File: src/rtl/tt_eval_pkg.sv
// Shared widths and defaults for the truth-table evaluator.
package tt_eval_pkg;
  localparam int N_IN_DEF  = 3;
  localparam int N_OUT_DEF = 3;
  localparam int TT_ROWS   = 1 << N_IN_DEF;

  typedef logic [N_OUT_DEF-1:0] tt_row_t;

  function automatic int tt_idx_w(input int n_in);
    return n_in;
  endfunction

  function automatic int tt_row_w(input int n_out);
    return n_out;
  endfunction

  function automatic int tt_rows(input int n_in);
    return 1 << n_in;
  endfunction
endpackage

File: src/rtl/tt_eval_table.sv
// 2^N_IN x N_OUT truth-table storage: one write port, one combinational read port.
module tt_eval_table
  import tt_eval_pkg::*;
#(
  parameter int N_IN  = N_IN_DEF,
  parameter int N_OUT = N_OUT_DEF
) (
  input  logic                          clk,
  input  logic                          rst,
  input  logic                          cfg_we,
  input  logic [tt_idx_w(N_IN)-1:0]     cfg_addr,
  input  logic [tt_row_w(N_OUT)-1:0]    cfg_data,
  input  logic [tt_idx_w(N_IN)-1:0]     rd_addr,
  output logic [tt_row_w(N_OUT)-1:0]    rd_data
);
  localparam int ROWS = tt_rows(N_IN);

  logic [ROWS-1:0][N_OUT-1:0] mem;

  always_ff @(posedge clk or posedge rst) begin
    if (rst)         mem           <= '0;
    else if (cfg_we) mem[cfg_addr] <= cfg_data;
  end

  // Read is taken before the edge, so a same-cycle write is seen only by later lookups.
  assign rd_data = mem[rd_addr];
endmodule

File: src/rtl/tt_eval_pipe.sv
// Two-stage programmable truth-table evaluator with valid/ready flow control.
// Optional completed-evaluation counter: define TT_EVAL_CNT_EN.
module tt_eval_pipe
  import tt_eval_pkg::*;
#(
  parameter int N_IN  = N_IN_DEF,
  parameter int N_OUT = N_OUT_DEF
`ifdef TT_EVAL_CNT_EN
  , parameter int CNT_W = 16
`endif
) (
  input  logic             clk,
  input  logic             rst,
  input  logic             cfg_we,
  input  logic [N_IN-1:0]  cfg_addr,
  input  logic [N_OUT-1:0] cfg_data,
  input  logic             in_valid,
  output logic             in_ready,
  input  logic [N_IN-1:0]  x,
  output logic             out_valid,
  input  logic             out_ready,
  output logic [N_OUT-1:0] f
`ifdef TT_EVAL_CNT_EN
  , output logic [CNT_W-1:0] eval_cnt
`endif
);
  // vld_pipe[1] = S1 occupied, vld_pipe[2] = S2 (output) occupied
  logic [2:1]      vld_pipe;
  logic [N_IN-1:0] s1_x;
  logic [N_OUT-1:0] rd_data;
  logic            s1_valid, s2_adv;

  assign s1_valid  = vld_pipe[1];
  assign out_valid = vld_pipe[2];
  assign s2_adv    = !out_valid || out_ready;
  assign in_ready  = !s1_valid || s2_adv;

  tt_eval_table #(.N_IN(N_IN), .N_OUT(N_OUT)) u_table (
    .clk      (clk),
    .rst      (rst),
    .cfg_we   (cfg_we),
    .cfg_addr (cfg_addr),
    .cfg_data (cfg_data),
    .rd_addr  (s1_x),
    .rd_data  (rd_data)
  );

  always_ff @(posedge clk or posedge rst) begin
    if (rst) begin
      vld_pipe <= '0;
      s1_x     <= '0;
      f        <= '0;
    end else begin
      // in_ready with S1 full implies S1 drains this cycle, so S1 simply reloads.
      if (in_ready) begin
        vld_pipe[1] <= in_valid;
        if (in_valid) s1_x <= x;
      end
      if (s2_adv) begin
        vld_pipe[2] <= s1_valid;
        if (s1_valid) f <= rd_data;
      end
    end
  end

`ifdef TT_EVAL_CNT_EN
  always_ff @(posedge clk or posedge rst) begin
    if (rst)                         eval_cnt <= '0;
    else if (out_valid && out_ready) eval_cnt <= eval_cnt + CNT_W'(1);
  end
`endif
endmodule
File: config.mk
export PLATFORM = sky130hd
export DESIGN_NAME = tt_eval_pipe
export DESIGN_NICKNAME = d
export VERILOG_FILES = /design/src/rtl/tt_eval_pkg.sv /design/src/rtl/tt_eval_table.sv /design/src/rtl/tt_eval_pipe.sv
export SDC_FILE = /design/constraint.sdc
export NUM_CORES = 1
export LEC_CHECK = 0
export ABC_AREA = 1
export BUFFER_PORTS_ARGS = -buffer_cell sky130_fd_sc_hd__clkbuf_2
export CELL_PAD_IN_SITES_DETAIL_PLACEMENT = 1
export CELL_PAD_IN_SITES_GLOBAL_PLACEMENT = 2
export CORE_MARGIN = 2
export CORE_UTILIZATION = 35
export DETAILED_ROUTE_END_ITERATION = 8
export PLACE_DENSITY = 0.8
export SLEW_MARGIN = 20
export SYNTH_ARGS = -nofsm -noshare
export SYNTH_HDL_FRONTEND = slang
export SYNTH_SLANG_ARGS = --single-unit
File: constraint.sdc
create_clock -name clk -period 1.4 [get_ports clk]
set_input_delay 0.28 -clock clk [delete_from_list [all_inputs] [get_ports clk]]
set_output_delay 0.28 -clock clk [all_outputs]
set_load 0.005 [all_outputs]
# == After elaboration in Yosys (flattened, before gate mapping) ==
# Index checks and enable logic that the tools add are counted.
# word_totals
out_inout_bits,5
elab_cells,27
regBits,32
input_bits,14
# classes
n_mux,5
magnitude_cmp,3
n_reduce_logical,7
# ops
operator,count
24-bit bitwise mux,1
3-bit binary-select mux with 3-bit select,1
3-bit demux with 3-bit select,1
3-bit by 4-bit < comparator with 1-bit output (second input constant),2
3-bit 2-to-1 mux,2
2-bit AND reduction,2
3-bit by 1-bit greater-or-equal comparator with 1-bit output (second input constant),1
1-bit zero test,2
1-bit logical OR,2
1-bit logical AND,1

# == Logic depth before layout (Yosys ltp) ==
# Gate-level depths: netlist of the first run.
# logic_depth
depth_word,5
ltp_mapped,7
ltp_nobuf,7

# == Modules after synthesis ==
# Synthesis of the first run repeated with hierarchy kept, for this count alone.
# unflattened
hier_cells,207
hier_area_um2,1554.0
# modules_own_cells
mod,area_each_um2,instances,cells_each,seq_area_each_um2
tt_eval_table,1239.9,1,173,600.6
tt_eval_pipe,314.1,1,34,200.2

# == Worst setup path before layout of the first run ==
# No wires, ideal clock.
# synth_path
path_kind,flip-flop to flip-flop
start,reg s1_x[0]
end,reg f[0]
path_buffers,1
synth_period_minus_slack_ps,985
setup_slack_ps,415
arrival_ps,868
stages_incl_launch_ff,8
path_cell_list,dfrtp_1 inv_2 buf_6 nand2_1 nand3_1 nand3_1 nand3_1 nand2_1
# synth_between
elab_chain_len,2
# synth_rtl
element,line_no,source
"start, declared",tt_eval_pipe.sv:29,logic [N_IN-1:0] s1_x;
"start signal, assigned",tt_eval_pipe.sv:51,s1_x <= '0;
"start signal, assigned",tt_eval_pipe.sv:57,if (in_valid) s1_x <= x;
3-bit binary-select mux with 3-bit select,tt_eval_table.sv:26,assign rd_data = mem[rd_addr];
3-bit 2-to-1 mux (implied by the code),tt_eval_table.sv:26,
"end signal, assigned",tt_eval_pipe.sv:61,if (s1_valid) f <= rd_data;
"end, declared",tt_eval_pipe.sv:22,output logic [N_OUT-1:0] f
# No other way between the ends. The select of a mux whose other input is x is not followed.
# A chain may end at the register's enable or synchronous reset.

# == Final worst setup path of the first run ==
# layout_path
start,reg vld_pipe[2] (netlist name)
end,out in_ready
# layout_between
elab_chain_len,3
# layout_rtl
element,line_no,source
"start, declared",tt_eval_pipe.sv:28,logic [2:1] vld_pipe;
1-bit zero test,tt_eval_pipe.sv:35,assign s2_adv = !out_valid || out_ready;
1-bit logical OR,tt_eval_pipe.sv:35,
1-bit logical OR,tt_eval_pipe.sv:36,assign in_ready = !s1_valid || s2_adv;
"end, declared",tt_eval_pipe.sv:18,"output logic in_ready,"
# No other way between the ends.

==> out/qor.yml, run 1 <==
status: "completed"
ioPinCount: 19
clk_latency_ns: 0.29
swShare: 0.316
finalNonFillerCells: 268
slew_headroom: 0.716
synth_top_area_frac: 0.541
tritoncts: "yes"
antenna_found_initial: 0
syn_inst: 192
vias: 1297
fin_crit_sh: 0.900
cp-startpoint: "vld_pipe[2]"
syn2layout_area_growth_pct: 16.4
finalSetupViolCount: 0
ys.warnings.count: 0
ys_types: 12
leakage_nw: 0.930
synth_edf_count: 0
internal_power_mw: 1.72
cp.required_ns: 1.12
pwr-share-comb: 0.214
ir_worst_vdd_mv: 0.456
remaining_drc_errors: 0
switching_power_uw: 792
yosys-top-cells-count: "nand2_1 (72), dfrtp_1 (32), inv_1 (30)"
clock_power_share: 0.297
cp_slowest_cell: "dfrtp_1"
die_width_microns: 69.0
ctsLongestPathBuffers: 2
path_buf_inv: 1
die_area_sq_um: 4770
fin_setup_tns_ns: 0
initial_utilization: 0.367
h-tree-depth: 2
cp_slowest_stage_delay_ns: 0.40
grt_max_degree: 33
die_h_microns: 69.0
grt_usage: 0.182
ant_nets: 0
dp_hpwl_microns: 2960
path_clk_slew_ns: 0.07
rrSetupSlack_ns: 0.23
grt_pass1_vias: 1429
synth_top_area_cell: "dfrtp_1"
routedWlPerCell_microns: 14.6
max_freq_mhz: 794
rr_worst_depth: 6
power.density_nw_per_um2: 1460
drive_above_1_share: 0.138
rsz0062_at_grt: "no"
postCtsHoldBufs: 0
grt_pass1_wl_microns: 6770
port_buffers: 18
finClkSkew_ns: 0.00606
period_minus_slack_ns: 1.26
synth_area_leaders: "dfrtp_1 (54%), nand2_1 (18%), o21ai_0 (8.1%), inv_1 (7.6%), nand3_1 (6.8%)"
drtPass1Iterations: 4
root_buffer: "clkbuf_8"
path_cells: "nand3_1 > clkbuf_2"
hold_class: "input pin to asynchronous set/reset pin"
ys_seq_area_frac: 0.541
grt-ovfl-total: 0
yosysMostFrequentCell: "nand2_1"
cpLargestDelayFamily: "flip-flops"
p_seq_frac: 0.489
row_count: 23
cts_num_sinks: 32
final_util: 0.428
cts_setup_buffers: 0
numCtsBuffers: 5
final_nets: 231
syn_nets: 206
crit_end: "in_ready"
globalplace.congestion: 0.929
power.total_mw: 2.51
ys_ff_latch: 32
worstSetupPathDepth: 2
tightest_slew_ns: 0.423
synth-async-reset-ratio: 1.00
endpoint_kind: "primary output"
holdWs_ns: 0.0489
vias_per_cell: 4.84
dp.cells: 260
drv_slew: 0
antenna_cells: 0
start_kind: "flop"
finalHoldViolCount: 0
cts_resized: 0
path_class: "flop to primary output"
core_area_sq_um: 4030
netlist_area_sq_um: 1480
synth-main-ff-cell: "dfrtp_1"
cp.arrival_ns: 0.98
drtIter0Drc: 21
r2r-start: "s1_x[0]"
cp_max_fo: 3
r2r-end: "f[1]"
wl_microns: 3910
maxCapViolCount: 0
syn-mean-instance-area_sq_um: 7.71
kinds of logic after synthesis:
kind of cell           Yosys count  synth area share
AO/OA/AOI/OAI                   27            0.0913
AND/OR/NAND/NOR                100             0.276
flip-flops                      32             0.541
buffers and inverters           33            0.0913
cell type report:
type	instances	area, sq um
flip-flops and latches	32	801
clock inverters	1	7.51
multi-input cells	127	544
fillers	519	2310
inverters	31	116
clock buffers	7	86.3
repair buffers	20	105
well taps	50	62.6
metal layers:
| layer | share of wire | routed length, microns | GRT usage | vias up |
|---|---|---|---|---|
| met3 | 0.036 | 140 | 0.0439 | 6 |
| met1 | 0.46 | 1810 | 0.218 | 617 |
| met2 | 0.48 | 1890 | 0.308 | 28 |
| li1 | - | - | - | 646 |
| met5 | 0 | 0 | 0 | - |
| met4 | 0.016 | 62 | 0.0850 | 0 |
power groups by stage:
stage / Clock [mW] / Sequential [mW] / Combinational, mW
3_3_place_gp: 0 / 1.24 / 0.523
2_1_floorplan: 0 / 1.22 / 0.367
4_1_cts: 0.768 / 1.23 / 0.548
5_1_grt: 0.802 / 1.25 / 0.634
6_report: 0.744 / 1.23 / 0.537
3_5_place_dp: 0 / 1.25 / 0.541
layout by cell type (no fill, tap or decap):
cell type	n
nand3_1	20
o21ai_0	24
clkbuf_8	6
dfrtp_1	32
clkbuf_2	18
a21oi_1	3
clkbuf_1	1
nor2_2	1
nor2_1	6
nor3_2	1
nand2_1	72
clkinvlp_4	1
buf_4	2
inv_2	1
inv_1	30
sequential cells by signal, indices dropped and copies added, names as in the netlist:
signal and cells:
f 3, u_table.mem 24, s1_x 3, vld_pipe 2
worst reg2reg max path: cells and delay by family, from the launching register on:
family                 cells  cell delay (ns)
buffers and inverters      1             0.20
and+or+nand+nor            5             0.41
DFF                        1             0.46
worst min path at each step:
| stage | startpoint | end | cells after the start |
|---|---|---|---|
| after floorplan | rst | f[0] | 1 |
| after global placement | rst | u_table.mem[21] | 3 |
| after detailed placement | rst | u_table.mem[22] | 3 |
| after CTS | rst | f[2] | 3 |
| after global routing | rst | f[2] | 3 |
| final | rst | f[2] | 3 |
metrics by stage:
stage	worst slack (ns)	area, sq um
global route	0.0954	1720
global placement	0.291	1630
CTS	0.121	1720
floorplan	0.415	1480
finish	0.140	1720
detailed placement	0.238	1630
Note: power is estimated with default switching activity, not from simulation.
==> run 2: changes to the inputs <==
--- a/config.mk
+++ b/config.mk
@@ -12,8 +12,9 @@
 export CORE_MARGIN = 2
 export CORE_UTILIZATION = 35
 export DETAILED_ROUTE_END_ITERATION = 8
-export PLACE_DENSITY = 0.8
+export PLACE_DENSITY = 0.81
 export SLEW_MARGIN = 20
 export SYNTH_ARGS = -nofsm -noshare
 export SYNTH_HDL_FRONTEND = slang
+export SYNTH_HIERARCHICAL = 1
 export SYNTH_SLANG_ARGS = --single-unit
==> run 2 against run 1 <==
Net effect: clock power down 2%; highest routed layer unchanged; synthesized cell count up 7.8%; critical path depth unchanged; register-to-register slack about the same; hold slack better by 0.18 ns; critical endpoint unchanged; sequential share of layout area down 2.2 points; sequential power about the same; flip-flop and latch count unchanged.
==> out/qor.yml, run 2 <==
status: "completed"  # unchanged
root_buffer: "clkbuf_8"  # unchanged
syn-mean-instance-area_sq_um: 7.51  # was 7.71 sq um
grt_usage: 0.178  # was 0.182
drv_slew: 0  # unchanged
rr_worst_depth: 8  # was 6
ys.warnings.count: 6  # was 0
vias: 1362  # was 1297
ir_worst_vdd_mv: 0.805  # was 0.456 mV
holdPathStages: 3
dp_hpwl_microns: 3170  # was 2960 microns
largest_register_ffs: 24  # unchanged
layout_commonest_cell: "nand2_1"  # unchanged
hold_class: "input pin to flop"  # was input pin to asynchronous set/reset pin
ctsLongestPathBuffers: 2  # unchanged
fin_ws_ns: 0.0930  # was 0.140 ns
die_width_microns: 70.6  # was 69.0 microns
place_worst_setup_slack_ns: 0.245  # was 0.238 ns
fin_setup_tns_ns: 0  # unchanged
drtPass1Iterations: 4  # unchanged
cts_resized: 0  # unchanged
netlist_area_sq_um: 1550  # was 1480 sq um
syn2layout_area_growth_pct: 16.3  # was 16.4%
whs_endpoint: "s1_x[2]"
grt_pass1_vias: 1427  # was 1429
path_cells: "nand3_2 > clkbuf_2"  # was nand3_1 > clkbuf_2
syn_nets: 221  # was 206
die_h_microns: 70.6  # was 69.0 microns
dpl_cell_area_sq_um: 1710  # was 1630 sq um
final_nets: 247  # was 231
finalHoldViolCount: 0  # unchanged
wl_microns: 4050  # was 3910 microns
path_buf_inv: 1  # unchanged
drtIter0Drc: 79  # was 21
yosys-top-cells-count: "nand2_1 (85), inv_1 (34), dfrtp_1 (32)"  # was nand2_1 (72), dfrtp_1 (32), inv_1 (30)
ys_types: 13  # was 12
fin_crit_sh: 0.934  # was 0.900
synth-main-ff-cell: "dfrtp_1"  # unchanged
synth_area_leaders: "dfrtp_1 (52%), nand2_1 (21%), inv_1 (8.2%), o21ai_0 (7.7%), nand3_1 (6.1%)"  # was dfrtp_1 (54%), nand2_1 (18%), o21ai_0 (8.1%), inv_1 (7.6%), nand3_1 (6.8%)
cp_slowest_stage_delay_ns: 0.43  # was 0.40 ns
tightest_slew_ns: 0.353  # was 0.423 ns
tritoncts: "yes"  # unchanged
yosysMostFrequentCell: "nand2_1"  # unchanged
cp.arrival_ns: 1.03  # was 0.98 ns
drive_above_1_share: 0.154  # was 0.138
core_area_sq_um: 4320  # was 4030 sq um
port_buffers: 18  # unchanged
postCtsHoldBufs: 1  # was 0
rrSetupSlack_ns: 0.23  # about the same
reg_top3: "u_table/mem (24), f (3), s1_x (3)"  # was u_table.mem (24), f (3), s1_x (3)
cp_max_fo: 6  # was 3
ys_seq_area_frac: 0.515  # was 0.541
cpLargestDelayFamily: "flip-flops"  # unchanged
cp.required_ns: 1.12  # about the same
dp.cells: 277  # was 260
grt-ovfl-total: 0  # unchanged
stdcell_area_sq_um: 1810  # was 1720 sq um
vias_per_cell: 4.76  # was 4.84
path_class: "flop to primary output"  # unchanged
antenna_cells: 0  # unchanged
synth_top_area_cell: "dfrtp_1"  # unchanged
die_area_sq_um: 4990  # was 4770 sq um
finalSetupViolCount: 0  # unchanged
cp_slowest_cell: "dfrtp_1"  # unchanged
cts_setup_buffers: 0  # unchanged
start_kind: "flop"  # unchanged
endpoint_kind: "primary output"  # unchanged
routedWlPerCell_microns: 14.2  # was 14.6 microns
period_minus_slack_ns: 1.31  # was 1.26 ns
initial_utilization: 0.359  # was 0.367
ant_nets: 0  # unchanged
r2r-end: "f[1]"  # unchanged
ys_ff_latch: 32  # unchanged
row_count: 24  # was 23
ioPinCount: 19  # unchanged
clk_latency_ns: 0.28  # was 0.29 ns
grt_pass1_wl_microns: 6810  # was 6770 microns
r2r-start: "s1_x[0]"  # unchanged
finalNonFillerCells: 286  # was 268
path_clk_slew_ns: 0.07  # about the same
synth_top_area_frac: 0.515  # was 0.541
fillers: 550  # was 519
slew_headroom: 0.765  # was 0.716
antenna_found_initial: 0  # unchanged
grt_max_degree: 25  # was 33
hold_start: "x[2]"
power.density_nw_per_um2: 1410  # was 1460 nW/um^2
cts_num_sinks: 32  # unchanged
remaining_drc_errors: 0  # unchanged
leakage_nw: 1.01  # was 0.930 nW
max_freq_mhz: 765  # was 794 MHz
finClkSkew_ns: 0.00633  # was 0.00606 ns
maxCapViolCount: 0  # unchanged
regMostFlops: "u_table/mem"  # was u_table.mem
h-tree-depth: 2  # unchanged
synth-async-reset-ratio: 1.00  # unchanged
syn_inst: 207  # was 192
numCtsBuffers: 5  # unchanged
synth_edf_count: 0  # unchanged
rsz0062_at_grt: "no"  # unchanged
globalplace.congestion: 1.02  # was 0.929
layout_common_cells: "nand2_1 (85), inv_1 (34), dfrtp_1 (32)"  # was nand2_1 (72), dfrtp_1 (32), inv_1 (30)
run 2: through the flow:
stage | power [mW] | utilization | hold slack [ns]
global route | 2.76 | 0.418 | 0.233
CTS | 2.59 | 0.418 | 0.220
finish | 2.55 | 0.418 | 0.229
global placement | 1.80 | 0.394 | 0.233
floorplan | 1.62 | - | 0.0957
detailed placement | 1.84 | 0.394 | 0.251
run 2: worst max-delay path by stage:
stage / from / endpoint / slack, ns / depth (start not counted)
2_1_floorplan: s1_x[0] / f[2] / 0.35 / 9
3_3_place_gp: s1_x[0] / f[0] / 0.29 / 8
3_5_place_dp: s1_x[0] / f[0] / 0.24 / 8
4_1_cts: vld_pipe[1] / in_ready / 0.07 / 2
5_1_grt: vld_pipe[1] / in_ready / 0.01 / 2
6_report: vld_pipe[1] / in_ready / 0.09 / 2
run 2: layout make-up:
class,count,area [sq um],area share
Sequential cell,32,801,0.443
Multi-Input combinational cell,136,596,0.329
Inverter,37,139,0.0768
Timing Repair Buffer,21,115,0.0637
Clock buffer,6,82.6,0.0457
Tap cell,52,65.1,0.0360
Clock inverter,2,10.0,0.00554
run 2: logic make-up after synthesis:
group | after synthesis | share of synthesized area
AO/OA/AOI/OAI | 24 | 0.0773
buffers and inverters | 39 | 0.101
AND/OR/NAND/NOR | 112 | 0.306
flip-flops | 32 | 0.515
run 2: layer usage:
layer  part of all wire  wire, microns  vias up  track usage
li1                   -              -      681            -
met1               0.45           1820      653        0.214
met2               0.50           2040       21        0.310
met3              0.029            116        7       0.0470
met4              0.018             72        0       0.0587
met5                  0              0        -            0
run 2: worst register-to-register path, stage by stage, from the launching register on:
cell and delay, ns:
dfrtp_1 0.41, inv_2 0.17, nand2_1 0.11, nand3_1 0.09, nand2_1 0.06, nand2_1 0.05, nand2_1 0.05, nand3_1 0.07
nand2_1 0.05
run 2: report_power, final:
group	internal, mW	leakage [nW]	total (mW)	switching [mW]
sequential	1.11	0.399	1.23	0.119
combinational	0.218	0.562	0.583	0.365
clock	0.392	0.0510	0.731	0.339
